--- src/rtl/regfile_wb_arbiter_if.sv ---
// Bus bundle between the write-back sources, the control FSM and the register-file
// write-back arbiter. The master modport is the core side; the slave modport is the arbiter.
interface regfile_wb_arbiter_if #(
  parameter int DATA_W = 32,
  parameter int ADDR_W = 5
);
  logic              req0_valid;
  logic [ADDR_W-1:0] req0_rd;
  logic [DATA_W-1:0] req0_data;
  logic              req0_ready;

  logic              req1_valid;
  logic [ADDR_W-1:0] req1_rd;
  logic [DATA_W-1:0] req1_data;
  logic              req1_ready;

  logic              issue_valid;
  logic [ADDR_W-1:0] issue_rd;
  logic              issue_ready;

  logic [ADDR_W-1:0] chk_rs1;
  logic [ADDR_W-1:0] chk_rs2;
  logic              hazard;

  logic              rf_we;
  logic [ADDR_W-1:0] rf_rd;
  logic [DATA_W-1:0] rf_wdata;

  modport master (
    output req0_valid, req0_rd, req0_data,
    input  req0_ready,
    output req1_valid, req1_rd, req1_data,
    input  req1_ready,
    output issue_valid, issue_rd,
    input  issue_ready,
    output chk_rs1, chk_rs2,
    input  hazard,
    input  rf_we, rf_rd, rf_wdata
  );

  modport slave (
    input  req0_valid, req0_rd, req0_data,
    output req0_ready,
    input  req1_valid, req1_rd, req1_data,
    output req1_ready,
    input  issue_valid, issue_rd,
    output issue_ready,
    input  chk_rs1, chk_rs2,
    output hazard,
    output rf_we, rf_rd, rf_wdata
  );
endinterface

--- src/rtl/regfile_wb_arbiter.sv ---
// Write-back arbiter and pending-write scoreboard for the register file's single write port.
// Define RF_ARB_FIXED_PRIO_EN for fixed priority (load unit wins ties) instead of round-robin.
module regfile_wb_arbiter #(
  parameter int DATA_W = 32,
  parameter int ADDR_W = 5
) (
  input  logic                  clk,
  input  logic                  rst_n,
  regfile_wb_arbiter_if.slave   bus
);
  localparam int NREG = 1 << ADDR_W;

`ifndef RF_ARB_FIXED_PRIO_EN
  typedef enum logic {SRC0 = 1'b0, SRC1 = 1'b1} src_e;
  src_e last_q, last_d;
`endif

  logic              grant0;
  logic              grant1;
  logic              xfer;
  logic [ADDR_W-1:0] sel_rd;
  logic [DATA_W-1:0] sel_data;

  logic              rf_we_q, rf_we_d;
  logic [ADDR_W-1:0] rf_rd_q, rf_rd_d;
  logic [DATA_W-1:0] rf_wdata_q, rf_wdata_d;
  logic [NREG-1:0]   pending_q, pending_d;

  logic              issue_ok;
  logic              issue_fire;
  logic              rs1_hit;
  logic              rs2_hit;

  // Grants are suppressed during reset so nothing is accepted while rst_n is low.
  always_comb begin
    grant0 = 1'b0;
    grant1 = 1'b0;
    if (rst_n) begin
      if (bus.req0_valid && bus.req1_valid) begin
`ifdef RF_ARB_FIXED_PRIO_EN
        grant1 = 1'b1;
`else
        grant0 = (last_q == SRC1);
        grant1 = (last_q == SRC0);
`endif
      end else begin
        grant0 = bus.req0_valid;
        grant1 = bus.req1_valid;
      end
    end
  end

  assign xfer     = grant0 | grant1;
  assign sel_rd   = grant1 ? bus.req1_rd   : bus.req0_rd;
  assign sel_data = grant1 ? bus.req1_data : bus.req0_data;

`ifndef RF_ARB_FIXED_PRIO_EN
  always_comb begin
    last_d = last_q;
    if (grant0) begin
      last_d = SRC0;
    end else if (grant1) begin
      last_d = SRC1;
    end
  end

  always_ff @(posedge clk) begin
    if (!rst_n) begin
      last_q <= SRC1;
    end else begin
      last_q <= last_d;
    end
  end
`endif

  // x0 writes load the index/data but never raise the write enable.
  always_comb begin
    rf_we_d    = xfer && (sel_rd != '0);
    rf_rd_d    = rf_rd_q;
    rf_wdata_d = rf_wdata_q;
    if (xfer) begin
      rf_rd_d    = sel_rd;
      rf_wdata_d = sel_data;
    end
  end

  assign issue_ok   = rst_n && !((bus.issue_rd != '0) && pending_q[bus.issue_rd]);
  assign issue_fire = bus.issue_valid && issue_ok;

  // Set is applied after clear so a same-cycle issue of the retiring register keeps it pending.
  always_comb begin
    pending_d = pending_q;
    if (rf_we_q) begin
      pending_d[rf_rd_q] = 1'b0;
    end
    if (issue_fire && (bus.issue_rd != '0)) begin
      pending_d[bus.issue_rd] = 1'b1;
    end
    pending_d[0] = 1'b0;
  end

  always_ff @(posedge clk) begin
    if (!rst_n) begin
      rf_we_q    <= 1'b0;
      rf_rd_q    <= '0;
      rf_wdata_q <= '0;
      pending_q  <= '0;
    end else begin
      rf_we_q    <= rf_we_d;
      rf_rd_q    <= rf_rd_d;
      rf_wdata_q <= rf_wdata_d;
      pending_q  <= pending_d;
    end
  end

  assign rs1_hit = (bus.chk_rs1 != '0) && pending_q[bus.chk_rs1];
  assign rs2_hit = (bus.chk_rs2 != '0) && pending_q[bus.chk_rs2];

  assign bus.req0_ready  = grant0;
  assign bus.req1_ready  = grant1;
  assign bus.issue_ready = issue_ok;
  assign bus.hazard      = rs1_hit || rs2_hit;
  // Gating with rst_n drops a write that is in flight when reset arrives.
  assign bus.rf_we       = rf_we_q && rst_n;
  assign bus.rf_rd       = rf_rd_q;
  assign bus.rf_wdata    = rf_wdata_q;
endmodule

--- src/flat_wrapper.sv ---
// flat-port wrapper written by rule: the top's interface ports become plain ports
module regfile_wb_arbiter_flat 
#(
  parameter int DATA_W = 32,
  parameter int ADDR_W = 5
)
  (clk, rst_n, bus_req0_valid, bus_req0_rd, bus_req0_data, bus_req0_ready, bus_req1_valid, bus_req1_rd, bus_req1_data, bus_req1_ready, bus_issue_valid, bus_issue_rd, bus_issue_ready, bus_chk_rs1, bus_chk_rs2, bus_hazard, bus_rf_we, bus_rf_rd, bus_rf_wdata);
  regfile_wb_arbiter_if #(.DATA_W(DATA_W), .ADDR_W(ADDR_W)) bus_i ();
  input  logic clk;
  input  logic rst_n;
  input wire logic [$bits(bus_i.req0_valid)-1:0] bus_req0_valid;
  input wire logic [$bits(bus_i.req0_rd)-1:0] bus_req0_rd;
  input wire logic [$bits(bus_i.req0_data)-1:0] bus_req0_data;
  output wire logic [$bits(bus_i.req0_ready)-1:0] bus_req0_ready;
  input wire logic [$bits(bus_i.req1_valid)-1:0] bus_req1_valid;
  input wire logic [$bits(bus_i.req1_rd)-1:0] bus_req1_rd;
  input wire logic [$bits(bus_i.req1_data)-1:0] bus_req1_data;
  output wire logic [$bits(bus_i.req1_ready)-1:0] bus_req1_ready;
  input wire logic [$bits(bus_i.issue_valid)-1:0] bus_issue_valid;
  input wire logic [$bits(bus_i.issue_rd)-1:0] bus_issue_rd;
  output wire logic [$bits(bus_i.issue_ready)-1:0] bus_issue_ready;
  input wire logic [$bits(bus_i.chk_rs1)-1:0] bus_chk_rs1;
  input wire logic [$bits(bus_i.chk_rs2)-1:0] bus_chk_rs2;
  output wire logic [$bits(bus_i.hazard)-1:0] bus_hazard;
  output wire logic [$bits(bus_i.rf_we)-1:0] bus_rf_we;
  output wire logic [$bits(bus_i.rf_rd)-1:0] bus_rf_rd;
  output wire logic [$bits(bus_i.rf_wdata)-1:0] bus_rf_wdata;
  assign bus_i.req0_valid = bus_req0_valid;
  assign bus_i.req0_rd = bus_req0_rd;
  assign bus_i.req0_data = bus_req0_data;
  assign bus_req0_ready = bus_i.req0_ready;
  assign bus_i.req1_valid = bus_req1_valid;
  assign bus_i.req1_rd = bus_req1_rd;
  assign bus_i.req1_data = bus_req1_data;
  assign bus_req1_ready = bus_i.req1_ready;
  assign bus_i.issue_valid = bus_issue_valid;
  assign bus_i.issue_rd = bus_issue_rd;
  assign bus_issue_ready = bus_i.issue_ready;
  assign bus_i.chk_rs1 = bus_chk_rs1;
  assign bus_i.chk_rs2 = bus_chk_rs2;
  assign bus_hazard = bus_i.hazard;
  assign bus_rf_we = bus_i.rf_we;
  assign bus_rf_rd = bus_i.rf_rd;
  assign bus_rf_wdata = bus_i.rf_wdata;
  regfile_wb_arbiter #(.DATA_W(DATA_W), .ADDR_W(ADDR_W)) u_core (.clk(clk), .rst_n(rst_n), .bus(bus_i));
endmodule
--- config.mk ---
export PLATFORM = sky130hd
export DESIGN_NAME = regfile_wb_arbiter_flat
export DESIGN_NICKNAME = d
export VERILOG_FILES = /design/src/rtl/regfile_wb_arbiter_if.sv /design/src/rtl/regfile_wb_arbiter.sv /design/src/flat_wrapper.sv
export SDC_FILE = /design/constraint.sdc
export NUM_CORES = 1
export LEC_CHECK = 0
export BUFFER_PORTS_ARGS = -buffer_cell sky130_fd_sc_hd__buf_2
export CORE_ASPECT_RATIO = 0.9
export CORE_MARGIN = 2
export CORE_UTILIZATION = 46
export DETAILED_ROUTE_END_ITERATION = 6
export PLACE_DENSITY = 0.77
export SLEW_MARGIN = 20
export SYNTH_ARGS = -nofsm -noshare
export SYNTH_HDL_FRONTEND = slang
export SYNTH_SLANG_ARGS = --single-unit
--- constraint.sdc ---
create_clock -name clk -period 1.6 [get_ports clk]
set_input_delay 0.08 -clock clk [delete_from_list [all_inputs] [get_ports clk]]
set_output_delay 0.08 -clock clk [all_outputs]
set_load 0.01 [all_outputs]
Word level (Yosys, flattened, before mapping):

Cells that the tools add are included.

* reductions and logical operators: 18
* order comparisons: 6
* shift-type cells: 0
* muxes and demuxes: 20
* $mul: 0
* equality and inequality tests: 0
* bitwise logic cells: 5
* div/mod/pow operators: 0
* add/subtract/negate cells: 0

Operator list (number)
* $mux W32: 3
* $and A32 B32 Y32: 1
* $not A32 Y32: 1
* $or A32 B32 Y32: 1
* $lt A5 B6 Y1 const B: 4
* $reduce_bool A5 Y1: 4
* $bmux W1 S5: 3
* $logic_and A1 B1 Y1: 11
* $mux W1: 11
* $demux W1 S5: 2
* $ge A5 B1 Y1 const B: 2
* $mux W5: 1
* $reduce_bool A2 Y1: 1
* $logic_not A1 Y1: 1
* $logic_or A1 B1 Y1: 1
* $not A1 Y1: 1
* $or A1 B1 Y1: 1

* bits in latches: 0
* memories: 0
* bits of input ports: 94
* RAM bits: 0
* bits in read-only memories: 0
* logic and storage cells: 55
* register bits: 71

Longest topological paths before layout:

* word-level depth: 9
* mapped depth: 7

Worst setup path after synthesis:

No wires, ideal clock.

* path type: reg-to-output
* start: register u_core.pending_q[7]
* end: output bus_issue_ready
* slack: -0.064 ns
* required time: 1.520 ns
* arrival: 1.584 ns
* cell stages (with the launch flop): 6
* cell sequence: dfxtp_1 mux4_1 mux2_2 nand2_2 o311ai_0 a211oi_1

* word-level cells in the longest chain between the ends: 5

Ends and longest elaborated chain
* start: declaration: RTL line regfile_wb_arbiter.sv:27 `logic [NREG-1:0] pending_q, pending_d;`
* start signal: assignment: RTL line regfile_wb_arbiter.sv:112 `pending_q <= pending_d;`
* $bmux W1 S5: RTL line regfile_wb_arbiter.sv:87 `assign issue_ok = rst_n && !((bus.issue_rd != '0) && pending_q[bus.issue_rd]);`
* $mux W1 (not written as such): RTL line regfile_wb_arbiter.sv:87
* $logic_and A1 B1 Y1: RTL line regfile_wb_arbiter.sv:87
* $logic_not A1 Y1: RTL line regfile_wb_arbiter.sv:87
* $logic_and A1 B1 Y1: RTL line regfile_wb_arbiter.sv:87
* end: declaration: RTL line flat_wrapper.sv:21 `output wire logic [$bits(bus_i.issue_ready)-1:0] bus_issue_ready;`

Every way passes these cells. The select of a mux whose other input is x is not followed.

Worst setup path in the final report:

* start: register u_core.pending_q[12]
* end: output bus_hazard

* word-level cells in the longest chain between the ends: 4
* elaborated cells between the ends (all ways): 7
* those cells by class: mux (4); reduce/logical (3)

Ends and longest elaborated chain
* $bmux W1 S5 (on tied branches): RTL line regfile_wb_arbiter.sv:116, regfile_wb_arbiter.sv:117
* $mux W1 (on tied branches): RTL line regfile_wb_arbiter.sv:116, regfile_wb_arbiter.sv:117
* $logic_and A1 B1 Y1 (on tied branches): RTL line regfile_wb_arbiter.sv:116, regfile_wb_arbiter.sv:117
* $logic_or A1 B1 Y1 *: RTL line regfile_wb_arbiter.sv:122 `assign bus.hazard = rs1_hit || rs2_hit;`
* end: declaration: RTL line flat_wrapper.sv:24 `output wire logic [$bits(bus_i.hazard)-1:0] bus_hazard;`

Mark *: on every way between the ends. The rest lies on a longest branch, timed or not. The select of a mux whose other input is x is not followed.

==> results.md <==
- Status: finished, violations left
- Failing checks: setup timing
- TritonCTS clock tree: yes
- Combinational power share: a little under a fifth
- Mapped Cells: ~460
- Via-to-Cell Ratio: 5.96
- Final min period: 2.04 ns
- Crit. Startpoint: u_core.pending_q[12]
- Cell accounting for the most synthesized area: dfxtp_1
- DRC Markers: 0
- Register Area: between 1000 and 1500 um2
- Maximum vdd ir drop: ~0.00065 V
- Initial detailed-routing violation count: ~330
- Internal power: approximately 0.0031 W
- Row count: 31
- Endpoints failing hold: 0
- Die W: 102 um
- Clk buf depth: 2
- Net Switching: 0.00121 W
- Syn_nets: 553
- Clock power share: 37.2%
- Ports: 136
- Synth Register Bits: 70
- Worst setup SP type: register
- Count leader, synth: nand2_1
- Initial antenna violation count: 0
- Worst Reg2Reg Path Length in Cells: 6
- GRT Util Overall: approximately 28%
- Global-route wire length before repair: 20.9 mm
- Reg clk slew, reported paths: 0.08 ns
- Worst skew pair latency: around 0.35 ns
- Top_reg_cell synth: dfxtp_1
- Avg WL per Cell: 17.7 um
- Worst Skew: about 0.008 ns
- Post-DP HPWL: 9.06 mm
- Chip Height: 91.8 um
- Critical-path cell list: buf_6, mux4_2, mux2i_4, nor3b_2, a31oi_1, nand4_1, buf_2
- Max Cap Viol: 0
- CTS H-Tree Depth: 3
- Area share of the largest cell type after synthesis: about 36%
- DR vias: 4377
- Slew @ Worst Pin: 0.472 ns
- Cts bufs inserted: 9
- Type of the worst setup path: reg -> out
- Flop pwr share: around 44%
- Post-synth EDFFs: 0
- Crit path max fanout: 3
- RSZ-0062 raised after global routing: yes
- Crit path required time: between 1.5 and 2 ns
- Reg-to-reg startpoint: u_core.pending_q[13]
- Area occupied by multi-input gates: about 2400 um2
- Leak: 2.31 nW
- Ant. Diodes: 0
- Post-route ant nets: 0
- CTS sink cnt: 70
- R2R Path End: u_core.pending_q[7]
- YS warnings: 0
- Placed Instances: 702
- Total grt overflow: 0
- # fillers: 627
- Post-route insts no fill: 734
- Setup-failing EPs final: 10
- Pwr dens: 805 nW/um2
- List of most frequent post-synthesis cells: 80 x nand2_1, 70 x dfxtp_1, 48 x nor2_1
- Critical path capture point: bus_hazard
- Core ar.: 8180 um2
- Worst slew margin: 68.3%
- Initial Utilization: 48.1%
- Critical Path Sink Type: primary output
- Area growth syn-to-layout: 36.8%
- Final Max Tran Viols: 0
- DRT Wirelength: 13.0 mm
- Final WS setup: -0.437 ns
- Post-Syn Area: ~3900 um2
- Worst EP arrival: 1.96 ns
- Period utilization: 127%
- Global placer's final weighted congestion: 0.967
- Fmax: 491 MHz
- Root cell of the clock tree: clkbuf_8
- Core Util, Final: approximately two thirds
- Largest net degree at the start of global routing: 77
- Class of the worst hold path: in -> reg
- I/O Buffers: 135
- Ys async rst share: 0%
- Layout cells sized above 1: 38.0%
- Switching Share: 28.0%
- Synthesized area per cell: 8.58 um2
- Nets: 708
- Slowest cell on the critical path: mux4_2
- Number of global-route vias before repair: 4234
- Area contributors post-synth: dfxtp_1 36%, a311oi_1 8.5%, nand2_1 7.6%
- DRT Pass-1 Iters: 5
- CP max stage delay: 0.48 ns
- Flop2flop setup slack: -0.13 ns
- Library cells used by synthesis: 44
- Die area: between 9000 and 10000 um2
- Sequential-to-total area share from yosys stat: 35.6%
registers in the layout, indices dropped and copies added (netlist names):
name                 cells
u_core.bus.rf_wdata     32
u_core.bus.rf_rd         5
u_core.rf_we_q           1
u_core.last_q            1
u_core.pending_q        31
how the worst min path moves through the flow:
stage | from | end | slack, ns | depth (start not counted)
after CTS | bus_req1_data[17] | u_core.bus.rf_wdata[17] | 0.00006 | 3
after detailed placement | bus_req0_data[17] | u_core.bus.rf_wdata[17] | 0.36 | 3
after global routing | bus_req1_data[21] | u_core.bus.rf_wdata[21] | 0.003 | 3
after floorplan | bus_req0_rd[0] | u_core.rf_we_q | 0.24 | 2
after global placement | bus_req0_data[14] | u_core.bus.rf_wdata[14] | 0.36 | 3
final | bus_req0_data[19] | u_core.bus.rf_wdata[19] | 0.007 | 3
power groups by stage:
stage	Combinational, W	Sequential (W)	Clock [W]
6_report	0.000821	0.00190	0.00161
5_1_grt	0.000892	0.00191	0.00170
4_1_cts	0.000802	0.00190	0.00162
3_5_place_dp	0.000768	0.00193	0
3_3_place_gp	0.000749	0.00193	0
2_1_floorplan	0.000392	0.00195	0
critical path, delay by kind of cell (launching register included):
kind / cells / cell delay (ns)
buffers and inverters: 2 / 0.27
flip-flops: 1 / 0.34
AND/OR/NAND/NOR: 2 / 0.17
AO/OA/AOI/OAI: 1 / 0.14
multiplexers: 2 / 0.68
layout by cell type (no fill, tap or decap), types with 3 or more instances in the layout:
| master | instances |
|---|---|
| a21oi_1 | 6 |
| a311oi_1 | 38 |
| a32o_1 | 23 |
| a32o_2 | 4 |
| and3_1 | 3 |
| and3b_1 | 3 |
| buf_2 | 135 |
| buf_4 | 31 |
| buf_6 | 7 |
| clkbuf_8 | 10 |
| clkinv_2 | 3 |
| dfxtp_1 | 65 |
| dfxtp_2 | 5 |
| dlygate4sd3_1 | 15 |
| inv_1 | 10 |
| mux2i_1 | 12 |
| mux4_1 | 3 |
| mux4_2 | 14 |
| nand2_1 | 80 |
| nand2b_1 | 3 |
| nand3_1 | 43 |
| nor2_1 | 48 |
| nor2b_1 | 3 |
| nor3_1 | 5 |
| nor3b_1 | 4 |
| nor3b_2 | 3 |
| o211ai_1 | 5 |
cells by family after synthesis:
logic type	count (synthesis)	synth area share, %
flops	70	35.6
simple gates	209	24.6
compound gates	91	19.8
mux	33	14.3
buf+inv	56	5.69
stage by stage:
stage / worst slack [ns] / cell area (um2) / setup TNS (ns) / hold slack, ns / power [W]
global route: -0.561 / 5380 / -2.15 / 0.00271 / 0.00451
detailed placement: -0.185 / 4910 / -0.483 / 0.363 / 0.00270
global placement: -0.129 / 4910 / -0.227 / 0.357 / 0.00268
CTS: -0.417 / 5340 / -1.34 / 0.0000579 / 0.00432
floorplan: 0.00445 / 3950 / 0 / 0.244 / 0.00235
finish: -0.437 / 5380 / -1.62 / 0.00666 / 0.00433
area by class of cell:
type                    count  area share [%]
clock buffers              10            2.56
clock inverters             6            1.56
repair buffers            190            21.9
multi-input cells         333            44.5
flip-flops and latches     70            26.1
well taps                 115            2.67
inverters                  10           0.697
repair_timing:
item / in CTS / in global routing
buffers inserted: 1 / 1
hold endpoints to repair: 13 / 0
gates resized for setup: 15 / 10
hold buffers: 15 / 0
setup endpoints to repair: 8 / 16
pin swaps: 4 / 3
layer usage:
| metal | track usage [%] | vias up | wire length (um) |
|---|---|---|---|
| li1 | - | 2040 | - |
| met1 | 36.6 | 2056 | 5290 |
| met2 | 44.6 | 237 | 6040 |
| met3 | 7.85 | 44 | 1130 |
| met4 | 11.9 | 0 | 535 |
| met5 | 0 | - | 0 |
(Power assumes the default switching activity.)
